### src/rtl/main.sv
// 8-point radix-2 decimation-in-time DFT on signed Q8.8 complex samples.
// Latency: 4 rising edges from sampling a0..a7 to b0..b7; one frame per clock.
// Backpressure: none; the pipeline always advances and has no handshake.
//
// Ports:
//   clk      - single clock, all state updates on its rising edge
//   rst_n    - asynchronous active-low reset, clears every pipeline register
//   a0..a7   - time samples x[0]..x[7], [31:16] real, [15:0] imaginary, Q8.8
//   b0..b7   - spectrum X[0]..X[7], same packing, registered outputs
//
// Dataflow:
//   in_r  : inputs captured in bit-reversed order (0,4,2,6,1,5,3,7)
//   s1_r  : 2-point butterflies, all twiddles W0
//   s2_r  : 4-point butterflies, twiddles W0/W2
//   s3_r  : 8-point butterflies, twiddles W0..W3, already in natural order
//
// All butterfly arithmetic is 16-bit two's complement with wrap-around; no
// scaling is applied at any stage, so a full-scale DC input wraps in X[0].

module main (
    input  logic        clk,
    input  logic        rst_n,
    input  logic [31:0] a0,
    input  logic [31:0] a1,
    input  logic [31:0] a2,
    input  logic [31:0] a3,
    input  logic [31:0] a4,
    input  logic [31:0] a5,
    input  logic [31:0] a6,
    input  logic [31:0] a7,
    output logic [31:0] b0,
    output logic [31:0] b1,
    output logic [31:0] b2,
    output logic [31:0] b3,
    output logic [31:0] b4,
    output logic [31:0] b5,
    output logic [31:0] b6,
    output logic [31:0] b7
);

    // Complex Q8.8 sample; packing matches the port format (real in the top half).
    typedef struct packed {
        logic signed [15:0] re;
        logic signed [15:0] im;
    } cplx_t;

    // ------------------------------------------------------------------
    // Arithmetic helpers
    // ------------------------------------------------------------------

    function automatic cplx_t c_add(input cplx_t x, input cplx_t y);
        cplx_t r;
        r.re = x.re + y.re;
        r.im = x.im + y.im;
        return r;
    endfunction

    function automatic cplx_t c_sub(input cplx_t x, input cplx_t y);
        cplx_t r;
        r.re = x.re - y.re;
        r.im = x.im - y.im;
        return r;
    endfunction

    // Multiply by W8^k. Products are formed at 32-bit precision; bits [23:8]
    // are exactly the low 16 bits of an arithmetic shift right by 8, i.e.
    // truncation toward -inf. W0 = 256 makes that slice equal to the input,
    // so k = 0 is an exact pass-through.
    function automatic cplx_t c_mul(input cplx_t x, input logic [1:0] k);
        logic signed [31:0] xr;
        logic signed [31:0] xi;
        logic signed [31:0] wr;
        logic signed [31:0] wi;
        logic signed [31:0] pr;
        logic signed [31:0] pi;
        cplx_t              r;
        xr = {{16{x.re[15]}}, x.re};
        xi = {{16{x.im[15]}}, x.im};
        case (k)
            2'd0: begin wr =  32'sd256; wi =  32'sd0;   end
            2'd1: begin wr =  32'sd181; wi = -32'sd181; end
            2'd2: begin wr =  32'sd0;   wi = -32'sd256; end
            default: begin wr = -32'sd181; wi = -32'sd181; end
        endcase
        pr   = xr * wr - xi * wi;
        pi   = xr * wi + xi * wr;
        r.re = pr[23:8];
        r.im = pi[23:8];
        return r;
    endfunction

    // ------------------------------------------------------------------
    // Pipeline registers
    // ------------------------------------------------------------------

    cplx_t [7:0] in_r;
    cplx_t [7:0] s1_r;
    cplx_t [7:0] s2_r;
    cplx_t [7:0] s3_r;

    cplx_t [7:0] s1_d;
    cplx_t [7:0] s2_d;
    cplx_t [7:0] s3_d;

    // Stage 0: capture the frame already in bit-reversed order so the later
    // stages only ever pair neighbouring slots.
    always_ff @(posedge clk or negedge rst_n) begin
        if (!rst_n) begin
            in_r <= '0;
        end else begin
            in_r[0] <= a0;
            in_r[1] <= a4;
            in_r[2] <= a2;
            in_r[3] <= a6;
            in_r[4] <= a1;
            in_r[5] <= a5;
            in_r[6] <= a3;
            in_r[7] <= a7;
        end
    end

    // Stage 1: four 2-point butterflies; the twiddle is W0, so no multiply.
    always_comb begin
        s1_d = '0;
        for (int i = 0; i < 4; i++) begin
            s1_d[2*i]   = c_add(in_r[2*i], in_r[2*i+1]);
            s1_d[2*i+1] = c_sub(in_r[2*i], in_r[2*i+1]);
        end
    end

    // Stage 2: two 4-point groups (slots 0-3 and 4-7). Within a group, slot j
    // pairs with slot j+2 using twiddle W0 for j = 0 and W2 for j = 1.
    always_comb begin
        cplx_t t;
        t    = '0;
        s2_d = '0;
        for (int g = 0; g < 8; g += 4) begin
            for (int j = 0; j < 2; j++) begin
                t             = c_mul(s1_r[g+j+2], 2'(2 * j));
                s2_d[g+j]     = c_add(s1_r[g+j], t);
                s2_d[g+j+2]   = c_sub(s1_r[g+j], t);
            end
        end
    end

    // Stage 3: slot j pairs with slot j+4 using twiddle Wj. The result lands
    // in natural order: X[j] in slot j, X[j+4] in slot j+4.
    always_comb begin
        cplx_t t;
        t    = '0;
        s3_d = '0;
        for (int j = 0; j < 4; j++) begin
            t         = c_mul(s2_r[j+4], 2'(j));
            s3_d[j]   = c_add(s2_r[j], t);
            s3_d[j+4] = c_sub(s2_r[j], t);
        end
    end

    always_ff @(posedge clk or negedge rst_n) begin
        if (!rst_n) begin
            s1_r <= '0;
            s2_r <= '0;
            s3_r <= '0;
        end else begin
            s1_r <= s1_d;
            s2_r <= s2_d;
            s3_r <= s3_d;
        end
    end

    // Outputs come straight from the last register stage.
    assign b0 = s3_r[0];
    assign b1 = s3_r[1];
    assign b2 = s3_r[2];
    assign b3 = s3_r[3];
    assign b4 = s3_r[4];
    assign b5 = s3_r[5];
    assign b6 = s3_r[6];
    assign b7 = s3_r[7];

endmodule

### config.mk
export PLATFORM = sky130hd
export DESIGN_NAME = main
export DESIGN_NICKNAME = d
export VERILOG_FILES = /design/src/rtl/main.sv
export SDC_FILE = /design/constraint.sdc
export NUM_CORES = 2
export LEC_CHECK = 0
export ABC_CLOCK_PERIOD_IN_PS = 9400
export BUFFER_PORTS_ARGS = -buffer_cell sky130_fd_sc_hd__buf_2
export CORE_MARGIN = 5
export CORE_UTILIZATION = 32
export CTS_CLUSTER_DIAMETER = 50
export DETAILED_ROUTE_END_ITERATION = 12
export PLACE_DENSITY = 0.46
export SYNTH_ARGS = -nofsm -noshare
export SYNTH_HDL_FRONTEND = slang
export SYNTH_SLANG_ARGS = --single-unit
### constraint.sdc
create_clock -name clk -period 9.4 [get_ports clk]
set_input_delay 0 -clock clk [delete_from_list [all_inputs] [get_ports clk]]
set_output_delay 0 -clock clk [all_outputs]
set_load 0.05 [all_outputs]
# After elaboration in Yosys (flattened, before gate mapping)
# Index checks and enable logic that the tools add are counted.
# Widths: inputs -> output; s select.
[word_totals] ff_bits=1024 latchBits=0 mem_bits_rw=0 romBits=0 in_bits=258 out_inout_bits=256 wordCells=131 n_memories=0
[op_classes] addsub=61 multipliers=6 div_mod_pow=0 n_lt_le_gt_ge=0 n_eq_ne=0 shift=0 n_mux=0 n_bitwise=0 n_reduce_logical=0
[op_table] op="$add 16x16->16" count=24
[op_table] op="$sub 16x16->16" count=24
[op_table] op="$mul 16x9->24 const B" count=6
[op_table] op="$neg 16->16" count=6
[op_table] op="$sub 1x24->24 const A" count=3
[op_table] op="$add 24x24->24" count=2
[op_table] op="$sub 24x24->24" count=2

# Depth between registers and ports, before layout
[depth] ltp_word=3 depth_mapped=36 depth_no_buf=36

# Worst setup path after synthesis
# OpenSTA, ideal clock, no wires.
[synth_path] kind="register -> register" startpoint="register s2_r[247] in the netlist's numbering" endpoint="register s3_r (netlist bit b7[31])" setup_time_ps=80 arrival_time_ps=7337 required_time_ps=9320 setup_slack_ps=1983 path_stages_with_launch=34 path_buffers=2 period_less_slack_ps=7417 cell_sequence="dfrtp_1 -> ha_1 -> inv_1 -> ha_1 -> fa_1 -> inv_1 -> fa_1 -> inv_1 -> fa_1 -> ha_1 -> inv_1 -> o21bai_1 -> a21oi_1 -> o21bai_1 -> a21oi_1 -> xnor2_1 -> ha_1 -> clkbuf_1 -> or4_1 -> nor3b_1 -> a21boi_1 -> o21bai_1 -> a21o_1 -> xnor2_1 -> ha_1 -> clkbuf_1 -> nor2_1 -> a21oi_1 -> o41ai_1 -> o41ai_1 -> o31a_1 -> o21bai_1 -> a21oi_1 -> xnor2_1"
[synth_lines] element="from (decl)" line="98" rtl="cplx_t [7:0] s2_r;"
[synth_lines] element="from (signal assigned)" line="162" rtl="s2_r <= '0;"
[synth_lines] element="from (signal assigned)" line="166" rtl="s2_r <= s2_d;"
[synth_lines] element="to (signal assigned)" line="163" rtl="s3_r <= '0;"
[synth_lines] element="to (signal assigned)" line="167" rtl="s3_r <= s3_d;"
[synth_lines] element="to (decl)" line="99" rtl="cplx_t [7:0] s3_r;"

==> reports/qor.yml <==
critical_path:
  worstSetupEndpoint: "b7[31]"
  reg2regPathDepth: 32
  crit_required_ns: 10.11
  critPathMaxStageDelay_ns: 0.54
  cp-end-kind: "flop"
  path_delay_family: "adder cells"
  timing.rr.start: "s2_r[229]"
  critPathBufInv: 5
  reg2reg_to: "b7[31]"
  critPathKind: "flop to flop"
  cp_max_fo: 11
  crit_path_start: "s2_r[229]"
  cp-start-kind: "flop"
  crit_arrival_ns: 8.86
  r2r_setup_slack_ns: 1.25
  slowest_stage: "fa_1"
  crit_cells: 32
die:
  io_pins: 514
  coreArea_um2: 242800
  dieArea_um2: 253400
  die_w_um: 503.4
  die_h_um: 503.4
  row_count: 181
  initial_core_util_pct: 32.09
synthesis:
  ys_warn_count: 0
  synth_area_um2: 77910
  synth_top_area_share_pct: 32.12
  synth.distinct_cells: 86
  ys_seq_area_share_pct: 32.12
  synth_edf_count: 0
  synthCells: 7865
  synth_top_cell_by_area: "dfrtp_1"
  syn-num-nets: 9723
  yosysMostFrequentCell: "inv_1"
  ys.flop_type: "dfrtp_1"
  synth_top_cells_by_count: "inv_1, ha_1, dfrtp_1"
  async_flop_share_pct: 100.0
  synth_area_per_cell_um2: 9.906
  ys_seq_elements: 1000
  yosys-top-cells-area: "dfrtp_1, ha_1, fa_1, xnor2_1, inv_1"
cts:
  cts_buffers: 159
  htreeDepth: 4
  ctsRootBufferMaster: "clkbuf_16"
  post-cts-setup-buffers: 0
  cts-resized-gates: 0
  cts_hold_buffers: 515
  cts_tree: "done"
  clk_pin_slew_ns: 0.06
  clkSinkCount: 1000
  clock_latency_ns: 0.83
  cts_buffer_depth: 3
grt:
  antenna_found_initial: 30
  grt.total_usage_pct: 19.47
  met2_usage_pct: 32.90
  busiest_layer: "met2"
  gr-usage-met1_pct: 26.10
  grt_max_degree: 173
  grt_pass1_vias: 60430
  grt_use_met3_pct: 2.432
  overflow: 0
  grt_pass1_wl_um: 373100
detailed_routing:
  ant_nets: 0
  vias: 58300
  drt_iter0_drc: 3204
  drcViolationCount: 0
  wl_per_cell_um: 20.37
  drtPass1Iterations: 6
  wirelength_um: 250000
  vias_per_cell: 4.750
sta:
  fin_crit_sh_pct: 86.72
  relSlewSlack_pct: 25.52
  worst_pin_slew_ns: 1.100
  finalCriticalPeriod_ns: 8.152
  fmax_ghz: 0.1227
  fin_tns_setup_ns: 0
  hold_viol_final: 0
  whs_ns: 0.3441
  finalWorstSetupSlack_ns: 1.248
  skew_ns: 0.05732
  rsz0062_at_grt: "no"
  setup_viol: 0
  finalMaxSlewViolations: 0
cells_and_area:
  area_growth_pct: 21.77
  drive_gt1_share_pct: 9.500
  nNetsFinal: 10790
  layout.cells.non_filler: 12270
status:
  status: "finished clean"
run:
  drv_cap: 0
placement:
  dp_hpwl_um: 205100
  port_buffers: 513
  placed_cells: 11450
  dpl_worst_slack_ns: 1.213
  place_congestion: 0.9036
worst_hold_path:
  hold_path_class: "input port to flop"
## state kept, by name, indices dropped and copies added (netlist names)
signal	flops
b4	32
b7	32
b0	30
b6	32
s1_r	248
b1	30
in_r	256
b3	30
s2_r	248
b2	30
b5	32
## final cells by class
class | instances | area (um^2)
clock inverter | 112 | 1396
inverter | 1314 | 4932
sequential | 1000 | 25020
timing repair buffer | 1046 | 7935
multi-input combinational | 5407 | 47340
antenna | 9 | 22.52
clock buffer | 184 | 4214
fill | 24060 | 147900
tap | 3202 | 4006
## cells by family after synthesis
logic type      Yosys count  share of synthesized area (%)
compound gates         1374                          11.53
flops                  1000                          32.12
xor+xnor                846                          9.528
fa+ha+maj              1600                          29.26
buf+inv                1458                          7.119
mux                      22                         0.3019
simple gates           1565                          10.14
## cell usage in the layout (no fill, tap or decap), types with 26 or more instances in the layout
cell / synthesis / routed
inv_6: 0 / 32
nor3_1: 239 / 239
nand2b_1: 89 / 89
buf_2: 11 / 512
o311ai_1: 26 / 26
o21ai_1: 74 / 74
o21bai_1: 158 / 158
ha_1: 1230 / 1230
nor2_1: 397 / 397
fa_1: 370 / 370
o211ai_1: 37 / 37
nor3b_1: 32 / 32
dlygate4sd3_1: 0 / 514
nand2_1: 263 / 263
a21oi_1: 446 / 446
inv_1: 1312 / 1312
nor2b_1: 149 / 149
and2_1: 34 / 34
clkbuf_16: 0 / 160
nor4_1: 33 / 33
a21o_1: 57 / 57
xor2_1: 244 / 244
xnor2_1: 601 / 601
a31oi_1: 57 / 57
o21a_1: 45 / 45
o21ai_0: 153 / 153
or3_1: 40 / 40
o31ai_1: 30 / 30
dfrtp_1: 1000 / 1000
a211oi_1: 37 / 37
nand3_1: 105 / 105
and3_1: 94 / 94
## metal layers
layer | up-vias | share of wire [%]
met5 | - | 0.0036
met3 | 291 | 3.7
li1 | 28160 | -
met4 | 2 | 3.0
met2 | 1159 | 48
met1 | 28690 | 46
## tightest hold or removal path, delay by kind of cell
family   cells  cell delay (ns)
buf+inv      3             1.14
## through the flow
stage	instance area [um^2]	utilization (%)
detailed placement	84060	34.63
finish	94870	39.08
floorplan	77910	-
global placement	84060	34.63
global route	94850	39.07
CTS	94850	39.07
## how the worst min path moves through the flow
stage | from | end | slack (ns) | cells past startpoint
6_report | a1[13] | in_r[141] | 0.34 | 3
5_1_grt | a7[27] | in_r[251] | 0.30 | 3
4_1_cts | a5[15] | in_r[175] | 0.24 | 3
3_5_place_dp | rst_n | b1[7] | 0.03 | 1
3_3_place_gp | rst_n | b1[9] | 0.04 | 1
2_1_floorplan | rst_n | b0[10] | -0.30 | 0
Power is not shown: default switching activity piles up to over one toggle a cycle in this logic, so the estimate is an artifact.
